--- config.mk ---
export PLATFORM = sky130hd
export DESIGN_NAME = tim_apb_arb
export DESIGN_NICKNAME = d
export VERILOG_FILES = /design/src/rtl/tim_apb_pkg.sv /design/src/rtl/tim_rr_arb2.sv /design/src/rtl/tim_apb_arb.sv
export SDC_FILE = /design/constraint.sdc
export NUM_CORES = 1
export LEC_CHECK = 0
export CAP_MARGIN = 20
export CORE_UTILIZATION = 29
export CTS_CLUSTER_SIZE = 20
export DETAILED_ROUTE_END_ITERATION = 10
export PLACE_DENSITY_LB_ADDON = 0.1
export SLEW_MARGIN = 20
export SYNTH_ARGS = -nofsm -noshare
export SYNTH_HDL_FRONTEND = slang
export SYNTH_SLANG_ARGS = --single-unit
--- constraint.sdc ---
create_clock -name sys_clk -period 2.2 [get_ports sys_clk]
set_input_delay 0.22 -clock sys_clk [delete_from_list [all_inputs] [get_ports sys_clk]]
set_output_delay 0.22 -clock sys_clk [all_outputs]
set_load 0.01 [all_outputs]
--- src/rtl/tim_apb_pkg.sv ---
`default_nettype none
// ============================================================================
// tim_apb_pkg : shared types for the timer APB master front-end
// Revision    : 1.0
// ============================================================================
package tim_apb_pkg;

    localparam logic [1:0] APB_ALIGN_MASK = 2'b11;

    localparam int CMD_ADDR_W = 12;
    localparam int CMD_DATA_W = 32;

    typedef enum logic [1:0] {
        IDLE   = 2'd0,
        SETUP  = 2'd1,
        ACCESS = 2'd2
    } state_t;

    typedef struct packed {
        logic                      write;
        logic [CMD_ADDR_W-1:0]     addr;
        logic [CMD_DATA_W-1:0]     wdata;
        logic [CMD_DATA_W/8-1:0]   strb;
    } cmd_t;

endpackage
`default_nettype wire

--- src/rtl/tim_rr_arb2.sv ---
`default_nettype none
// ============================================================================
// tim_rr_arb2 : two-way round-robin arbiter, grant history advances on accept
// Revision    : 1.0
// ============================================================================
module tim_rr_arb2 (
    input  logic       clk,
    input  logic       rst,
    input  logic [1:0] i_req,
    input  logic       i_accept,
    output logic [1:0] o_gnt
);

    logic r_last;

    // Reset to 1 so requester 0 wins the first contention.
    always_ff @(posedge clk) begin
        if (rst) begin
            r_last <= 1'b1;
        end else if (i_accept) begin
            r_last <= o_gnt[1];
        end
    end

    always_comb begin
        o_gnt = i_req;
        if (&i_req) begin
            o_gnt = r_last ? 2'b01 : 2'b10;
        end
    end

endmodule
`default_nettype wire

--- src/rtl/tim_apb_arb.sv ---
`default_nettype none
// ============================================================================
// tim_apb_arb : two-requester APB master for timer_top with timeout and
//               misalignment rejection
// Revision    : 1.0
// ============================================================================
module tim_apb_arb
    import tim_apb_pkg::*;
#(
    parameter int ADDR_W  = 12,
    parameter int DATA_W  = 32,
    parameter int TIMEOUT = 16
) (
    input  logic                sys_clk,
    input  logic                sys_rst,
    input  logic                cmd0_valid,
    output logic                cmd0_ready,
    input  logic                cmd0_write,
    input  logic [ADDR_W-1:0]   cmd0_addr,
    input  logic [DATA_W-1:0]   cmd0_wdata,
    input  logic [DATA_W/8-1:0] cmd0_strb,
    input  logic                cmd1_valid,
    output logic                cmd1_ready,
    input  logic                cmd1_write,
    input  logic [ADDR_W-1:0]   cmd1_addr,
    input  logic [DATA_W-1:0]   cmd1_wdata,
    input  logic [DATA_W/8-1:0] cmd1_strb,
    output logic                rsp0_valid,
    output logic [DATA_W-1:0]   rsp0_rdata,
    output logic                rsp0_err,
    output logic                rsp0_tmo,
    output logic                rsp1_valid,
    output logic [DATA_W-1:0]   rsp1_rdata,
    output logic                rsp1_err,
    output logic                rsp1_tmo,
    output logic                tim_psel,
    output logic                tim_penable,
    output logic                tim_pwrite,
    output logic [ADDR_W-1:0]   tim_paddr,
    output logic [DATA_W-1:0]   tim_pwdata,
    output logic [DATA_W/8-1:0] tim_pstrb,
    input  logic [DATA_W-1:0]   tim_prdata,
    input  logic                tim_pready,
    input  logic                tim_pslverr
);

    localparam int              CNT_W   = (TIMEOUT > 0) ? $clog2(TIMEOUT + 1) : 1;
    localparam logic [CNT_W-1:0] C_LIMIT = CNT_W'(TIMEOUT);
    localparam bit              C_TMO_EN = (TIMEOUT != 0);

    state_t            r_state;
    state_t            w_state_nxt;
    logic [1:0]        w_req;
    logic [1:0]        w_gnt;
    logic              w_accept;
    logic              w_misalign;
    logic              w_done;
    logic              w_tmo;
    logic              r_blk;
    logic              r_id;
    cmd_t              w_cmd;
    cmd_t              r_cmd;
    logic [CNT_W-1:0]  r_cnt;
    logic [1:0]        r_rsp_vld;
    logic [DATA_W-1:0] r_rsp_rdata;
    logic              r_rsp_err;
    logic              r_rsp_tmo;

    assign w_req = {cmd1_valid, cmd0_valid};

    tim_rr_arb2 u_arb (
        .clk      (sys_clk),
        .rst      (sys_rst),
        .i_req    (w_req),
        .i_accept (w_accept),
        .o_gnt    (w_gnt)
    );

    // Ready is also withheld for the cycle a misaligned reject is answered.
    assign cmd0_ready = (r_state == IDLE) && !r_blk && w_gnt[0];
    assign cmd1_ready = (r_state == IDLE) && !r_blk && w_gnt[1];
    assign w_accept   = cmd0_ready || cmd1_ready;

    always_comb begin
        w_cmd.write = w_gnt[1] ? cmd1_write : cmd0_write;
        w_cmd.addr  = w_gnt[1] ? cmd1_addr  : cmd0_addr;
        w_cmd.wdata = w_gnt[1] ? cmd1_wdata : cmd0_wdata;
        w_cmd.strb  = w_gnt[1] ? cmd1_strb  : cmd0_strb;
        if (!w_cmd.write) begin
            w_cmd.strb = '0;
        end
    end

    assign w_misalign = |(w_cmd.addr[1:0] & APB_ALIGN_MASK);
    assign w_done     = (r_state == ACCESS) && tim_pready;
    assign w_tmo      = (r_state == ACCESS) && !tim_pready && C_TMO_EN && (r_cnt == C_LIMIT);

    always_ff @(posedge sys_clk) begin
        if (sys_rst) begin
            r_state <= IDLE;
        end else begin
            r_state <= w_state_nxt;
        end
    end

    always_comb begin
        w_state_nxt = r_state;
        case (r_state)
            IDLE:    if (w_accept && !w_misalign) w_state_nxt = SETUP;
            SETUP:   w_state_nxt = ACCESS;
            ACCESS:  if (w_done || w_tmo) w_state_nxt = IDLE;
            default: w_state_nxt = IDLE;
        endcase
    end

    always_comb begin
        tim_psel    = (r_state != IDLE);
        tim_penable = (r_state == ACCESS);
    end

    assign tim_pwrite = r_cmd.write;
    assign tim_paddr  = r_cmd.addr;
    assign tim_pwdata = r_cmd.wdata;
    assign tim_pstrb  = r_cmd.strb;

    always_ff @(posedge sys_clk) begin
        if (sys_rst) begin
            r_cmd       <= '0;
            r_id        <= 1'b0;
            r_blk       <= 1'b0;
            r_cnt       <= '0;
            r_rsp_vld   <= 2'b00;
            r_rsp_rdata <= '0;
            r_rsp_err   <= 1'b0;
            r_rsp_tmo   <= 1'b0;
        end else begin
            r_blk       <= 1'b0;
            r_rsp_vld   <= 2'b00;
            r_rsp_rdata <= '0;
            r_rsp_err   <= 1'b0;
            r_rsp_tmo   <= 1'b0;
            if (r_state == SETUP) begin
                r_cnt <= CNT_W'(1);
            end else if (r_state == ACCESS) begin
                r_cnt <= r_cnt + CNT_W'(1);
            end
            if (w_accept) begin
                r_id <= w_gnt[1];
                if (w_misalign) begin
                    r_blk     <= 1'b1;
                    r_rsp_vld <= w_gnt;
                    r_rsp_err <= 1'b1;
                end else begin
                    r_cmd <= w_cmd;
                end
            end
            if (w_done) begin
                r_rsp_vld   <= r_id ? 2'b10 : 2'b01;
                r_rsp_err   <= tim_pslverr;
                r_rsp_rdata <= (r_cmd.write || tim_pslverr) ? '0 : tim_prdata;
            end else if (w_tmo) begin
                r_rsp_vld <= r_id ? 2'b10 : 2'b01;
                r_rsp_err <= 1'b1;
                r_rsp_tmo <= 1'b1;
            end
        end
    end

    assign rsp0_valid = r_rsp_vld[0];
    assign rsp0_rdata = r_rsp_vld[0] ? r_rsp_rdata : '0;
    assign rsp0_err   = r_rsp_vld[0] && r_rsp_err;
    assign rsp0_tmo   = r_rsp_vld[0] && r_rsp_tmo;
    assign rsp1_valid = r_rsp_vld[1];
    assign rsp1_rdata = r_rsp_vld[1] ? r_rsp_rdata : '0;
    assign rsp1_err   = r_rsp_vld[1] && r_rsp_err;
    assign rsp1_tmo   = r_rsp_vld[1] && r_rsp_tmo;

endmodule
`default_nettype wire

==> metrics.txt, run 1 <==
GR Overflow Total 0; Setup violations, final 0; Switching Share 31.4%; FF-to-FF path depth 5; Netlist cell types 38; multi-input combinational cell area 2450 µm²; Top Layer Used met5; Register Area 1900 µm²; Avg Synthesized Cell Area 9.13 µm²; DR WL met2 7050 µm; FP Rows 45; vias in the first global route 4,499; crit path DAT 1.83 ns; number of flops mapped to enable cells by yosys 0; layout cells sized above 1 11.7%; Starting Density 29.8%; area share of the largest cell type after synthesis 41.8%; synthesized instance count 498; Clock Sink Count 95; Fin. Hold Viols 0; Max Cap Viol 0; antenna violations before repair 1; H-tree depth 3; yosys warns 0; Met1 Wirelength 5420 µm; vias per inst 4.56; Final ANT Viol Nets 0; dpl hpwl 10,300 µm; Synth async-reset ratio 0%; Max VDD drop 0.475 mV; Hold Path Depth 3; PwrDens 714 nW/µm²; WHS Endpoint r_rsp_tmo; top post-synthesis cells by count and2_1, dfxtp_1, nand2_1; Die X 127 µm; Logic pwr share 34.8%; core area 15,300 µm²; sequential share of power 36.9%; crit path max fanout 5; status complete, no violations; Worst Max-Slew Pin Slew 0.429 ns; drt initial violations 84; hold_ws 0.252 ns; P_leak 2.81 nW; sequential area share after synthesis 41.8%; Max Clk Rate 488 MHz; DR DRC count 0; Placer Congestion 0.734; height of the chip 127 µm; Max Slew Vio Count 0; P&R area growth vs syn 69.3%; Worst EP required 1.98 ns; DR pass1 iterations 4; total global-route track usage 17.6%; ys flop type dfxtp_1; Port Buf Inserts 258; nets 886; Worst Skew 0.00354 ns; Ant. Diodes 0; first-pass GRT wire length 22,400 µm; Setup TNS Final 0 ns; vias 4,377; Crit. End Element primary output; Final Cycle Share 93.1%; CTS tree yes; worst relative slew slack 71.1%; CTS Buf Count 9; Synth area leaders dfxtp_1, and2_1, a311oi_2, nand2_1, a21oi_1; routed wire length 13,900 µm; Worst R2R End tim_pwdata[18]; Internal Dissipation 3.78 mW; critical path class reg -> out; Post-CTS Hold Fix Bufs 0; die area 16,200 µm²; Clock power frac 28.3%; final worst path period need 2.05 ns; most common cell in the synthesized netlist and2_1; RSZ-0062 raised after global routing false; clock transition at the registers of the reported paths 0.06 ns; CTS Root Cell clkbuf_16; post-synth top area cell dfxtp_1; Mapped Area 4550 µm²; Psw 1.72 mW; flop-to-flop setup slack 0.40 ns; Reg2Reg Launch Point u_arb.r_last; DR WL met3 1210 µm; crit path launch type flip-flop; Max Root-Sink Buffers 2; Clk Latency, worst-skew pair 0.33 ns; IO Count 259; # fillers 1,431; Tightest Hold Check Type in -> reg; #FFs+latches synth 95; pin count of the biggest net entering global routing 65; hold_sp sys_rst; Routed WL per cell 14.5 µm; syn_nets 640
==> sequential cells by signal, summed over array words and instances (netlist names) <==
register,count
r_blk,1
r_cnt,5
r_id,1
r_rsp_err,1
r_rsp_rdata,32
r_rsp_tmo,1
r_rsp_vld,2
r_state,2
tim_paddr,12
tim_pstrb,4
tim_pwdata,32
tim_pwrite,1
u_arb.r_last,1
==> metal layers <==
| metal | global-route usage (%) | vias up |
|---|---|---|
| met2 | 33.5 | 169 |
| met4 | 6.09 | 2 |
| met5 | 0 | - |
| met1 | 17.6 | 1997 |
| met3 | 6.37 | 14 |
| li1 | - | 2195 |
==> critical path, cell delays in order, from the launching register on <==
cell	delay [ns]
dfxtp_1	0.36
inv_1	0.09
ha_1	0.22
inv_1	0.21
clkdlybuf4s50_1	0.61
==> worst max-delay path by stage <==
| stage | startpoint | end | slack, ns | depth (start not counted) |
|---|---|---|---|---|
| after floorplan | r_state[0] | tim_paddr[3] | 0.48 | 7 |
| after global placement | cmd1_valid | cmd1_ready | 0.12 | 4 |
| after detailed placement | cmd1_valid | cmd1_ready | 0.07 | 4 |
| after CTS | r_state[0] | cmd1_ready | 0.01 | 5 |
| after global routing | r_state[0] | tim_psel | 0.04 | 4 |
| final | r_state[0] | tim_psel | 0.15 | 4 |
==> power groups by stage <==
stage | Combinational [mW] | Clock (mW) | Sequential, mW
after floorplan | 0.988 | 0 | 2.11
after global placement | 1.91 | 0 | 2.06
after detailed placement | 1.94 | 0 | 2.06
after CTS | 1.95 | 1.61 | 2.03
after global routing | 2.10 | 1.68 | 2.05
final | 1.91 | 1.56 | 2.03
==> through the flow <==
stage,util [%],instances,power [mW],setup slack [ns],instance area [µm²]
global placement,48.5,944,3.97,0.124,7390
detailed placement,48.5,944,4.01,0.0665,7390
global route,50.5,960,5.83,0.0351,7700
floorplan,-,498,3.10,0.477,4550
finish,50.5,960,5.50,0.152,7700
CTS,50.4,960,5.59,0.0111,7690
==> repair_timing <==
| item | in CTS | in global routing |
|---|---|---|
| pin swaps | 0 | 0 |
| endpoints found under the setup margin | 2 | 1 |
| resized for setup | 3 | 2 |
| setup buffers | 0 | 0 |
==> layout make-up <==
cell class / count / area share [%]
Sequential cell: 95 / 24.7
Clock inverter: 3 / 0.552
Inverter: 6 / 0.292
Timing Repair Buffer: 275 / 36.0
Tap cell: 211 / 3.43
Multi-Input combinational cell: 357 / 31.8
Clock buffer: 13 / 3.25
==> logic make-up (layout without fill, tap and decap cells) <==
kind of cell,after synthesis,count (layout),share of synthesized area [%]
flip-flops,95,95,41.8
multiplexers,11,11,2.94
adder cells (fa/ha/maj),6,6,1.65
AO/OA/AOI/OAI,106,106,21.2
buffers and inverters,46,297,5.06
XOR/XNOR,3,3,0.578
AND/OR/NAND/NOR,231,231,26.8
==> cell usage in the layout (no fill, tap or decap), types with 2 or more instances in the layout <==
cell	n
a21oi_1	48
a311oi_1	4
a311oi_2	38
and2_1	100
buf_12	5
buf_4	12
clkbuf_1	3
clkbuf_16	9
clkdlybuf4s50_1	255
dfxtp_1	95
ha_1	6
inv_1	6
mux2_2	5
mux2i_1	4
nand2_1	89
nand2b_1	6
nand3_1	4
nand4_1	2
nor2_1	9
nor2b_1	2
nor3_1	5
nor3b_1	4
nor3b_2	3
o21ai_0	9
xor2_1	3
Note: power is estimated with default switching activity, not from simulation.
==> run 2, diff against run 1 <==
--- a/config.mk
+++ b/config.mk
@@ -9,6 +9,7 @@
 export CORE_UTILIZATION = 29
 export CTS_CLUSTER_SIZE = 20
 export DETAILED_ROUTE_END_ITERATION = 10
+export MAX_ROUTING_LAYER = met4
 export PLACE_DENSITY_LB_ADDON = 0.1
 export SLEW_MARGIN = 20
 export SYNTH_ARGS = -nofsm -noshare
==> metrics.txt, run 2 (synthesis gave the netlist of run 1 again) <==
status complete, no violations; GR Overflow Total 0; critical path class reg -> out; Psw 1.73 mW; Port Buf Inserts 258; die area 16,200 µm²; P&R area growth vs syn 69.4%; Clock power frac 28.3%; fin worst setup slack 0.151 ns; Final Power 5.50 mW; Clk Latency, worst-skew pair 0.33 ns; Final ANT Viol Nets 0; routed wire length 13,900 µm; Worst Max-Slew Pin Slew 0.429 ns; DR DRC count 0; Tightest Hold Check Type in -> reg; Logic pwr share 34.8%; vias 4,387; Reg2Reg Launch Point u_arb.r_last; Worst EP required 1.98 ns; final worst path period need 2.05 ns; crit path DAT 1.83 ns; DR pass1 iterations 4; Finished Core Util 50.5%; Setup Fix Bufs, Post-CTS 0; # fillers 1,430; first-pass GRT wire length 22,300 µm; Routed WL per cell 14.5 µm; Internal Dissipation 3.78 mW; crit path max fanout 5; worst relative slew slack 71.1%; Starting Density 29.8%; Die X 127 µm; dpl hpwl 10,300 µm; Critical Path Sink tim_psel; Setup violations, final 0; Final Cycle Share 93.1%; core area 15,300 µm²; Worst R2R End tim_pwdata[18]; P_leak 2.81 nW; layout cells sized above 1 11.7%; Switching Share 31.4%; FP Rows 45; hold_ws 0.252 ns; Max Clk Rate 488 MHz; Max Root-Sink Buffers 2; vias per inst 4.57; Worst Skew 0.00312 ns; crit path launch type flip-flop; CTS tree yes; most frequent cells in the layout clkdlybuf4s50_1, and2_1, dfxtp_1; H-tree depth 3; Fin. Hold Viols 0; sequential share of power 36.9%; PwrDens 714 nW/µm²; drt initial violations 89; Setup TNS Final 0 ns; FF-to-FF path depth 5; critical path launch point r_state[0]; Max VDD drop 0.477 mV; height of the chip 127 µm; IO Count 259; pin count of the biggest net entering global routing 65; antenna violations before repair 1; Crit. End Element primary output; flop-to-flop setup slack 0.40 ns; leading cell type in the layout, fill and taps excluded clkdlybuf4s50_1; total global-route track usage 18.1%; nets 886; dpl ws 0.0665 ns; vias in the first global route 4,514; Max Slew Vio Count 0; Max Cap Viol 0; CTS Buf Count 9; Clock Sink Count 95; Placer Congestion 0.743; CTS Root Cell clkbuf_16; clock transition at the registers of the reported paths 0.06 ns; RSZ-0062 raised after global routing false
## run 2: metrics by stage
step / area [µm²] / instances
6_report: 7700 / 961
5_1_grt: 7700 / 961
4_1_cts: 7690 / 960
3_5_place_dp: 7390 / 944
3_3_place_gp: 7390 / 944
2_1_floorplan: 4550 / 498
## run 2: worst min-delay path by stage
stage | start | endpoint | slack [ns] | cells after the start
floorplan | tim_pready | r_rsp_tmo | 0.30 | 1
global placement | tim_pstrb[0] | tim_pstrb[0] | 0.47 | 2
detailed placement | tim_pstrb[0] | tim_pstrb[0] | 0.47 | 2
CTS | sys_rst | r_rsp_tmo | 0.24 | 3
global route | sys_rst | r_rsp_tmo | 0.25 | 3
finish | sys_rst | r_rsp_tmo | 0.25 | 3
## run 2: power groups by stage
| stage | sequential, mW | clock [mW] | combinational, mW |
|---|---|---|---|
| after floorplan | 2.11 | 0 | 0.988 |
| after global placement | 2.06 | 0 | 1.91 |
| after detailed placement | 2.06 | 0 | 1.94 |
| after CTS | 2.03 | 1.61 | 1.95 |
| after global routing | 2.05 | 1.68 | 2.10 |
| final | 2.03 | 1.56 | 1.92 |
## run 2: worst max-delay path, cell delays in order (launching register included)
cell and delay, ns:
dfxtp_1 0.36, inv_1 0.09, ha_1 0.22, inv_1 0.21, clkdlybuf4s50_1 0.61
## run 2: timing repair
item	4_1_cts	5_1_grt
endpoints found under the setup margin	2	1
cloned	0	0
resized for setup	3	2
hold buffers	0	0
## run 2: area by class of cell
cell class,count,area (µm²),share of cell area (%)
antenna,1,2.50,0.0325
sequential,95,1900,24.7
clock inverter,3,42.5,0.552
timing repair buffer,275,2770,35.9
clock buffer,13,250,3.25
multi-input combinational,357,2450,31.8
tap,211,264,3.43
inverter,6,22.5,0.292
## run 2: layer usage
metal / global-route usage (%) / share of wire (%) / vias to the layer above
li1: - / - / 2196
met1: 18.5 / 40 / 2002
met2: 33.4 / 51 / 177
met3: 4.94 / 7.3 / 12
met4: 6.09 / 1.6 / 0
met5: - / 0 / -
==> run 3, diff against run 2 <==
--- a/config.mk
+++ b/config.mk
@@ -11,7 +11,6 @@
 export DETAILED_ROUTE_END_ITERATION = 10
 export MAX_ROUTING_LAYER = met4
 export PLACE_DENSITY_LB_ADDON = 0.1
-export SLEW_MARGIN = 20
 export SYNTH_ARGS = -nofsm -noshare
 export SYNTH_HDL_FRONTEND = slang
 export SYNTH_SLANG_ARGS = --single-unit
==> results of run 3 <==
No change in the layout: final DEF, timing and power equal those of run 2.
